`config.mk`:
```
export PLATFORM = sky130hd
export DESIGN_NAME = button_conditioner_flat
export DESIGN_NICKNAME = d
export VERILOG_FILES = /design/src/rtl/button_conditioner_if.sv /design/src/rtl/button_conditioner.sv /design/src/flat_wrapper.sv
export SDC_FILE = /design/constraint.sdc
export NUM_CORES = 1
export LEC_CHECK = 0
export CAP_MARGIN = 10
export CORE_AREA = 2 2 41 43
export DETAILED_ROUTE_END_ITERATION = 10
export DIE_AREA = 0 0 43 45
export PLACE_DENSITY = 0.72
export SLEW_MARGIN = 10
export SYNTH_ARGS = -nofsm -noshare
export SYNTH_HDL_FRONTEND = slang
export SYNTH_SLANG_ARGS = --single-unit
```
`constraint.sdc`:
```
create_clock -name clk -period 2.1 [get_ports clk]
set_input_delay 0.21 -clock clk [delete_from_list [all_inputs] [get_ports clk]]
set_output_delay 0.21 -clock clk [all_outputs]
set_load 0.01 [all_outputs]
```
`src/rtl/button_conditioner_if.sv`:
```
// Push-button conditioner signal bundle.
// master drives the raw line; slave returns the clean level and strobes.
interface button_conditioner_if;
  logic button_raw;
  logic button_press;
  logic press_pulse;
  logic release_pulse;
  logic long_press;

  modport master (
    output button_raw,
    input  button_press,
    input  press_pulse,
    input  release_pulse,
    input  long_press
  );

  modport slave (
    input  button_raw,
    output button_press,
    output press_pulse,
    output release_pulse,
    output long_press
  );
endinterface

```
`src/rtl/button_conditioner.sv`:
```
// Push-button synchroniser + debouncer with press/release strobes.
// Define BUTTON_LONG_PRESS_EN to add the one-shot long-press strobe.
module button_conditioner #(
  parameter int DEBOUNCE_CYCLES   = 4,
  parameter int LONG_PRESS_CYCLES = 10,
  parameter int CNT_WIDTH         = 8
) (
  input  logic clk,
  input  logic reset,
  button_conditioner_if.slave bus
);

  typedef enum logic [1:0] {
    IDLE,
    DEB_PRESS,
    PRESSED,
    DEB_RELEASE
  } state_t;

  localparam logic [CNT_WIDTH-1:0] DEB_LAST =
    CNT_WIDTH'(DEBOUNCE_CYCLES - 1);

  logic                 sync1;
  logic                 sync2;
  state_t               state;
  logic [CNT_WIDTH-1:0] deb_cnt;
  logic                 pressed;
  logic                 press_q;
  logic                 release_q;

  // Two-flop synchroniser for the asynchronous raw line
  always_ff @(posedge clk or posedge reset) begin
    if (reset) begin
      sync1 <= 1'b0;
      sync2 <= 1'b0;
    end else begin
      sync1 <= bus.button_raw;
      sync2 <= sync1;
    end
  end

  // Debounce FSM with registered level and strobes
  always_ff @(posedge clk or posedge reset) begin
    if (reset) begin
      state     <= IDLE;
      deb_cnt   <= '0;
      pressed   <= 1'b0;
      press_q   <= 1'b0;
      release_q <= 1'b0;
    end else begin
      press_q   <= 1'b0;
      release_q <= 1'b0;
      unique case (state)
        IDLE: begin
          pressed <= 1'b0;
          deb_cnt <= '0;
          if (sync2) state <= DEB_PRESS;
        end
        DEB_PRESS: begin
          if (!sync2) begin
            state   <= IDLE;
            deb_cnt <= '0;
          end else if (deb_cnt == DEB_LAST) begin
            state   <= PRESSED;
            deb_cnt <= '0;
            pressed <= 1'b1;
            press_q <= 1'b1;
          end else begin
            deb_cnt <= deb_cnt + 1'b1;
          end
        end
        PRESSED: begin
          if (!sync2) begin
            state   <= DEB_RELEASE;
            deb_cnt <= '0;
          end
        end
        DEB_RELEASE: begin
          if (sync2) begin
            state <= PRESSED;
          end else if (deb_cnt == DEB_LAST) begin
            state     <= IDLE;
            deb_cnt   <= '0;
            pressed   <= 1'b0;
            release_q <= 1'b1;
          end else begin
            deb_cnt <= deb_cnt + 1'b1;
          end
        end
        default: state <= IDLE;
      endcase
    end
  end

  assign bus.button_press  = pressed;
  assign bus.press_pulse   = press_q;
  assign bus.release_pulse = release_q;

`ifdef BUTTON_LONG_PRESS_EN
  localparam logic [CNT_WIDTH-1:0] LP_LAST =
    CNT_WIDTH'(LONG_PRESS_CYCLES - 1);
  localparam logic [CNT_WIDTH-1:0] LP_SAT =
    CNT_WIDTH'(LONG_PRESS_CYCLES);

  logic [CNT_WIDTH-1:0] hold_cnt;
  logic                 long_q;

  // Hold timer: runs in PRESSED, pauses across release bounces,
  // saturates one past the fire point so the strobe is one-shot
  always_ff @(posedge clk or posedge reset) begin
    if (reset) begin
      hold_cnt <= '0;
      long_q   <= 1'b0;
    end else begin
      long_q <= 1'b0;
      unique case (state)
        IDLE: hold_cnt <= '0;
        DEB_PRESS: begin
          if (sync2 && deb_cnt == DEB_LAST) hold_cnt <= '0;
        end
        PRESSED: begin
          if (hold_cnt == LP_LAST) long_q <= 1'b1;
          if (hold_cnt < LP_SAT) hold_cnt <= hold_cnt + 1'b1;
        end
        DEB_RELEASE: hold_cnt <= hold_cnt;
        default: hold_cnt <= '0;
      endcase
    end
  end

  assign bus.long_press = long_q;
`else
  assign bus.long_press = 1'b0;
`endif

endmodule

```
`src/flat_wrapper.sv`:
```
// flat-port wrapper written by rule: the top's interface ports become plain ports
module button_conditioner_flat 
#(
  parameter int DEBOUNCE_CYCLES   = 4,
  parameter int LONG_PRESS_CYCLES = 10,
  parameter int CNT_WIDTH         = 8
)
  (clk, reset, bus_button_raw, bus_button_press, bus_press_pulse, bus_release_pulse, bus_long_press);
  button_conditioner_if bus_i ();
  input  logic clk;
  input  logic reset;
  input wire logic [$bits(bus_i.button_raw)-1:0] bus_button_raw;
  output wire logic [$bits(bus_i.button_press)-1:0] bus_button_press;
  output wire logic [$bits(bus_i.press_pulse)-1:0] bus_press_pulse;
  output wire logic [$bits(bus_i.release_pulse)-1:0] bus_release_pulse;
  output wire logic [$bits(bus_i.long_press)-1:0] bus_long_press;
  assign bus_i.button_raw = bus_button_raw;
  assign bus_button_press = bus_i.button_press;
  assign bus_press_pulse = bus_i.press_pulse;
  assign bus_release_pulse = bus_i.release_pulse;
  assign bus_long_press = bus_i.long_press;
  button_conditioner #(.DEBOUNCE_CYCLES(DEBOUNCE_CYCLES), .LONG_PRESS_CYCLES(LONG_PRESS_CYCLES), .CNT_WIDTH(CNT_WIDTH)) u_core (.clk(clk), .reset(reset), .bus(bus_i));
endmodule
```
# After elaboration in Yosys (flattened, before gate mapping)
# Index checks and enable logic that the tools add are counted.
# totals
ff_bits,15
out_inout_bits,4
mem_count,0
mem_bits_ro,0
latchBits,0
ramBits,0
word_cells,47
input_bits,3
# op_classes
shift,0
bitwise_logic,0
div_mod_pow,0
reduce_logical,5
mul,0
n_lt_le_gt_ge,0
muxes,22
n_eq_ne,12
add_sub_neg,1
# ops
operator,n
$mux W8,4
$pmux W8 S4,1
$mux W2,6
$mux W1,9
$add A8 B1 Y8 const B,1
$eq A8 B2 Y1 const B,1
$ne A2 B1 Y1 const B,4
$pmux W2 S4,1
$reduce_and A5 Y1,1
$eq A2 B2 Y1 const B,2
$ne A2 B2 Y1 const B,2
$reduce_and A4 Y1,1
$ne A3 B1 Y1 const B,1
$ne A3 B3 Y1 const B,1
$pmux W1 S3,1
$reduce_bool A3 Y1,1
$eq A2 B1 Y1 const B,1
$logic_not A2 Y1,1
$reduce_and A2 Y1,1

# Longest topological paths before layout
# Gate-level depths: netlist of run 1.
# logic_depth
word_depth,4
depth_mapped,5
depth_no_buf,4

# Least setup slack after synthesis of run 1
# Ideal clock, no wire load.
# synth_timing
path_kind,register to register
start,reg u_core.deb_cnt[0]
end,reg u_core.deb_cnt[3]
setup_time_ns,0.144
synth_period_minus_slack_ns,1.567
path_buffers,0
required_time_ns,1.956
arrival_ns,1.423
setup_slack_ns,0.533
stages_incl_launch_ff,5
path_cell_list,dfrtp_1 ha_1 or4b_1 o221ai_2 a22oi_1
# synth_via
elab_chain_len,4
word_cells_on_any_way,6
cone_classes,1 x add/sub; 1 x eq/ne; 4 x mux
# synth_lines
element,line,source
start: declaration,button_conditioner.sv:26,logic [CNT_WIDTH-1:0] deb_cnt;
start signal: assignment,button_conditioner.sv:69,deb_cnt <= deb_cnt + 1'b1;
start signal: assignment,button_conditioner.sv:87,deb_cnt <= deb_cnt + 1'b1;
$add A8 B1 Y8 or $eq A8 B2 Y1 (tied branches),n/a,
$mux W8 (*),"button_conditioner.sv:63, button_conditioner.sv:81",
$mux W8 (on tied branches),"button_conditioner.sv:79, button_conditioner.sv:60",
$pmux W8 S4 (*),button_conditioner.sv:53,unique case (state)
# Mark *: on every way between the ends. The rest lies on a longest branch, timed or not. The select of a mux whose other input is x is not followed.
# A chain may end at the register's enable or synchronous reset.

# Final worst setup path of run 1
# Ends and elaborated chain as after synthesis.

==> reports/summary.txt, run 1 <==
status: finished clean
Final Cycle Share: 0.864
CTS max path bufs: 2
Syn Std Cell Area: 751 µm²
crit path cell chain: ha_1 > or4b_1 > o221ai_2 > a22oi_1
post-route antenna net violation count: 0
RSZ-0062 raised after global routing: no
setup TNS: 0 ns
worst setup margin: 0.286 ns
Worst slew margin: 0.629
GRT overflow: 0
Clock Latency Late Sink: 0.28 ns
antenna violations before repair: 0
Initial Utilization: 0.510
clk slew on worst S/H paths: 0.08 ns
skew final: 0.00104 ns
Unique masters post-synth: 28
Async SR Flop Fraction: 1.00
Final min period: 1.81 ns
drt pass-1 iters: 4
VDD IR-drop max: 0.682 mV
vias after detailed routing: 585
setup bufs post-CTS: 0
HPWL Detailed: 934 µm
Total Wirelength: 1.35 mm
commonest cells after routing, fill and taps aside: 15 x dfrtp_1, 5 x nand2_1, 5 x a22oi_1, 5 x inv_1, 5 x clkdlybuf4s50_1
input/output buffers: 5
Ys Warns: 0
io pins: 7
Iter 0 DRT Violations: 14
Critical Path RT: 2.24 ns
slowest CP cell: or4b_1
Syn Nets: 76
Site Rows: 14
CTS tree: done
layout cells sized above 1: 0.0769
gp weighted congestion: 0.762
Wirelength per Cell: 14.4 µm
Setup CP Type: register to register
maximum clock rate: 551 MHz
Hold/Removal Path Class: input port to asynchronous set/reset pin
GRT Overall Usage: 0.165
placed cell count: 90
largest net degree at the start of global routing: 16
cell family with most CP delay: compound AO/OA/AOI/OAI gates
CP arrival: 1.96 ns
ys flop type: dfrtp_1
Area Growth Syn to Fin: 8.83%
Post-synth EDFFs: 0
total CTS buffers: 3
Leak: 0.332 nW
CTS Hold Buffers Added: 0
Die ar.: 1940 µm²
PostCTS Resize Cnt: 0
# DRC: 0
first-pass GRT wire length: 2.28 mm
WP buf/inv: 0
Layout Cells excl Fill: 94
Mean Syn Cell Area: 10.4 µm²
Critical Path Fanout Max: 8
Filler cells: 138
Seq/Total Area, Yosys: 0.500
Die H: 45 µm
Crit. End Element: register
Placeable Area: 1470 µm²
Via density: 6.22
final hold vios: 0
Seq cells post-synth: 15
Root Buffer: clkbuf_4
htree depth: 1
Slew @ Worst Pin: 0.556 ns
Inserted Diodes: 0
most common cell after layout, fill and taps aside: dfrtp_1
crit start category: register
vias in the first global route: 519
Final #Nets: 83
TritonCTS Sinks: 15
pwr dens: 782 nW/µm²
Final setup viols: 0
max-slew violation count: 0
max-cap viol count: 0
largest stage delay on the critical path: 0.49 ns
Die Width: 43 µm
Place WS: 0.334 ns
Total Power: 639 µW
synthesized instance count: 72
==> synthesized netlist by cell type (all sizes together), types with 2 or more instances <==
library cell  count  area share
buf               4       0.050
nor3              2       0.013
a22oi             5       0.050
o31ai             4       0.040
or4               4       0.040
inv               5       0.025
nand3             4       0.027
a21boi            2       0.020
or3               2       0.017
o21ai             3       0.020
dfrtp            15        0.50
nand2b            2       0.017
nand2             5       0.025
nor2              2       0.010
==> power breakdown <==
| part | leakage (nW) | internal, mW | switching (mW) |
|---|---|---|---|
| logic | 0.116 | 0.0519 | 0.0813 |
| clock network | 0.0150 | 0.0738 | 0.0887 |
| registers | 0.201 | 0.317 | 0.0264 |
==> final timing paths <==
kind	slack, ns	from	cells past startpoint	to
hold reg to reg	0.35	u_core.sync1	0	u_core.sync2
setup / recovery	0.29	u_core.deb_cnt[0]	4	u_core.deb_cnt[3]
hold / removal	0.27	reset	2	u_core.deb_cnt[7]
setup reg to reg	0.29	u_core.deb_cnt[0]	4	u_core.deb_cnt[3]
max in group asynchronous	1.47	reset	2	u_core.bus.release_pulse
min in group clk	0.35	u_core.sync1	0	u_core.sync2
==> state kept, by name, indices dropped and copies added (netlist names), named ones only <==
register	count
u_core.deb_cnt	8
u_core.bus.button_press	1
u_core.bus.press_pulse	1
u_core.bus.release_pulse	1
u_core.state	1
u_core.sync1	1
u_core.sync2	1
==> metal layers <==
layer  global-route usage  wire (µm)  share of wire
met1                0.212        610           0.45
met5                    0          0              0
met3               0.0240         63          0.047
met2                0.252        647           0.48
met4                0.127         32          0.024
==> cell type report <==
type,instances,area (µm²),area share
Inverter,5,18.8,0.0230
Clock buffer,4,26.3,0.0322
Tap cell,16,20.0,0.0245
Sequential cell,15,375,0.459
Timing Repair Buffer,6,57.6,0.0704
Multi-Input combinational cell,48,319,0.391
==> cells by family (layout without fill, tap and decap cells) <==
| logic type | after synthesis | count (layout) | synth area share |
|---|---|---|---|
| other cells | 1 | 1 | 0.00500 |
| simple gates | 25 | 25 | 0.190 |
| fa+ha+maj | 1 | 1 | 0.0167 |
| flops | 15 | 15 | 0.500 |
| compound gates | 19 | 19 | 0.187 |
| xor+xnor | 1 | 1 | 0.0117 |
| buf+inv | 9 | 15 | 0.0750 |
| mux | 1 | 1 | 0.0150 |
==> per-stage QoR <==
| step | hold WS (ns) | util | cell area [µm²] |
|---|---|---|---|
| floorplan | 0.111 | - | 751 |
| global placement | 0.335 | 0.537 | 791 |
| detailed placement | 0.339 | 0.537 | 791 |
| CTS | 0.278 | 0.555 | 817 |
| global route | 0.340 | 0.555 | 817 |
| finish | 0.268 | 0.555 | 817 |
(Power assumes the default switching activity.)
==> run 2: changes to the inputs <==
--- a/config.mk
+++ b/config.mk
@@ -6,10 +6,11 @@
 export NUM_CORES = 1
 export LEC_CHECK = 0
 export CAP_MARGIN = 10
-export CORE_AREA = 2 2 41 43
+export CORE_AREA = 2 2 40 42
+export CTS_BUF_LIST = sky130_fd_sc_hd__clkbuf_8
 export DETAILED_ROUTE_END_ITERATION = 10
-export DIE_AREA = 0 0 43 45
-export PLACE_DENSITY = 0.72
+export DIE_AREA = 0 0 42 44
+export PLACE_DENSITY = 0.75
 export SLEW_MARGIN = 10
 export SYNTH_ARGS = -nofsm -noshare
 export SYNTH_HDL_FRONTEND = slang
==> constraint.sdc (replaced) <==
create_clock -name clk -period 1.9 [get_ports clk]
set_input_delay 0.19 -clock clk [delete_from_list [all_inputs] [get_ports clk]]
set_output_delay 0.19 -clock clk [all_outputs]
set_load 0.01 [all_outputs]
==> run 2 against run 1 <==
Effect of this change:
- total power rose by 23%
- sequential share of layout area fell by 1.5 points
- flip-flop and latch count did not move
- routed wire length did not move
- combinational power rose by 14%
- sequential power rose by 10%
- worst hold slack improved by 0.026 ns
- global-route usage rose by 0.97 points
- clock power rose by 58%
- via count fell by 2.2%
- clock skew barely moved
- critical endpoint is now u_core.deb_cnt[5]
- highest routed layer unchanged
==> reports/summary.txt, run 2 (synthesis results as in run 1) <==
Total Wirelength: 1.35 mm
setup bufs post-CTS: 0
maximum clock rate: 571 MHz
Area Growth Syn to Fin: 12.5%
Critical Path Fanout Max: 8
status: finished clean
CP arrival: 1.86 ns
PostCTS Resize Cnt: 0
GRT Overall Usage: 0.174
GRT met1 Usage: 0.219
Root Buffer: clkbuf_8
combinational fraction of design power: 0.193
crit start category: register
pwr dens: 931 nW/µm²
global routing's busiest layer: met2
post-route antenna net violation count: 0
Iter 0 DRT Violations: 14
Initial Utilization: 0.529
first-pass GRT wire length: 2.27 mm
placed cell count: 91
Critical Path RT: 2.01 ns
commonest cells after routing, fill and taps aside: 15 x dfrtp_1, 5 x nand2_1, 5 x a22oi_1, 5 x inv_1, 5 x clkdlybuf4s50_1
Layout Cells excl Fill: 95
Reg power frac: 0.482
Sw Pwr: 231 µW
Final Instance Area: 845 µm²
vias after detailed routing: 572
Total Power: 786 µW
setup TNS: 0 ns
clock share of power: 0.325
Site Rows: 14
TritonCTS Sinks: 15
io pins: 7
max-slew violation count: 0
Inserted Diodes: 0
Setup CP Type: register to register
VDD IR-drop max: 0.556 mV
vias in the first global route: 515
Die H: 44 µm
Die ar.: 1850 µm²
Leak: 0.347 nW
Place WS: 0.153 ns
HPWL Detailed: 941 µm
skew final: 0.00126 ns
input/output buffers: 5
Internal: 556 µW
Crit. End Element: register
global routing met2 resource utilization: 0.241
Worst slew margin: 0.625
antenna violations before repair: 0
final hold vios: 0
max reg flops: 8
Final min period: 1.75 ns
Final setup viols: 0
largest reg by FF count: u_core.deb_cnt
placed cell area: 798 µm²
switch share: 0.293
Via density: 6.02
CTS Hold Buffers Added: 0
Wirelength per Cell: 14.3 µm
gp weighted congestion: 0.796
Final #Nets: 84
CTS max path bufs: 2
GRT overflow: 0
layout cells sized above 1: 0.101
# DRC: 0
total CTS buffers: 3
Final Cycle Share: 0.922
Clock Latency Late Sink: 0.25 ns
Placeable Area: 1420 µm²
htree depth: 1
CTS tree: done
drt pass-1 iters: 4
Slew @ Worst Pin: 0.562 ns
worst setup margin: 0.149 ns
largest net degree at the start of global routing: 16
RSZ-0062 raised after global routing: no
max-cap viol count: 0
Hold/Removal Path Class: input port to asynchronous set/reset pin
Die Width: 42 µm
clk slew on worst S/H paths: 0.06 ns
met3 Resource Use GR: 0.0417
most common cell after layout, fill and taps aside: dfrtp_1
==> run 2: through the flow <==
stage                     hold slack (ns)   util
after global routing                0.360  0.595
after global placement              0.332  0.563
after floorplan                    0.0915      -
final                               0.294  0.595
after detailed placement            0.343  0.563
after CTS                           0.311  0.595
==> run 2: worst paths after layout <==
kind	startpoint	end	slack (ns)	depth (start not counted)
worst max register to register	u_core.deb_cnt[1]	u_core.deb_cnt[5]	0.15	4
worst min register to register	u_core.sync1	u_core.sync2	0.35	0
worst min-delay path	reset	asynchronous set/reset pin	0.29	2
min in group clk	u_core.sync1	u_core.sync2	0.35	0
worst max-delay path	u_core.deb_cnt[1]	u_core.deb_cnt[5]	0.15	4
max in group asynchronous	reset	u_core.deb_cnt[4]	1.24	2
==> run 2: critical path, cell delays in order (launching register included) <==
cell and delay (ns):
dfrtp_1 0.38, ha_1 0.20, or4b_1 0.48, o221ai_2 0.38, a22oi_1 0.15
==> run 2: final cells by class <==
cell class              count  area, µm²
repair buffers              7       65.1
fillers                   126        574
inverters                   5       18.8
clock inverters             1       5.00
well taps                  16       20.0
flip-flops and latches     15        375
multi-input cells          48        319
clock buffers               3       41.3
==> run 2: layer usage <==
layer | part of all wire | routed length (µm)
met2 | 0.44 | 595
met4 | 0.041 | 55
met5 | 0 | 0
met1 | 0.49 | 659
met3 | 0.032 | 43
==> run 2: power by group through the flow <==
| stage | sequential, mW | combinational [mW] | clock, mW |
|---|---|---|---|
| floorplan | 0.376 | 0.126 | 0 |
| global placement | 0.381 | 0.149 | 0 |
| detailed placement | 0.384 | 0.150 | 0 |
| CTS | 0.378 | 0.151 | 0.267 |
| global route | 0.382 | 0.168 | 0.279 |
| finish | 0.379 | 0.152 | 0.256 |
==> run 3: changes to the inputs <==
--- a/config.mk
+++ b/config.mk
@@ -11,6 +11,7 @@
 export DETAILED_ROUTE_END_ITERATION = 10
 export DIE_AREA = 0 0 42 44
 export PLACE_DENSITY = 0.75
+export SKIP_LAST_GASP = 1
 export SLEW_MARGIN = 10
 export SYNTH_ARGS = -nofsm -noshare
 export SYNTH_HDL_FRONTEND = slang
==> results of run 3 <==
No change in the layout: final DEF, timing and power equal those of run 2.
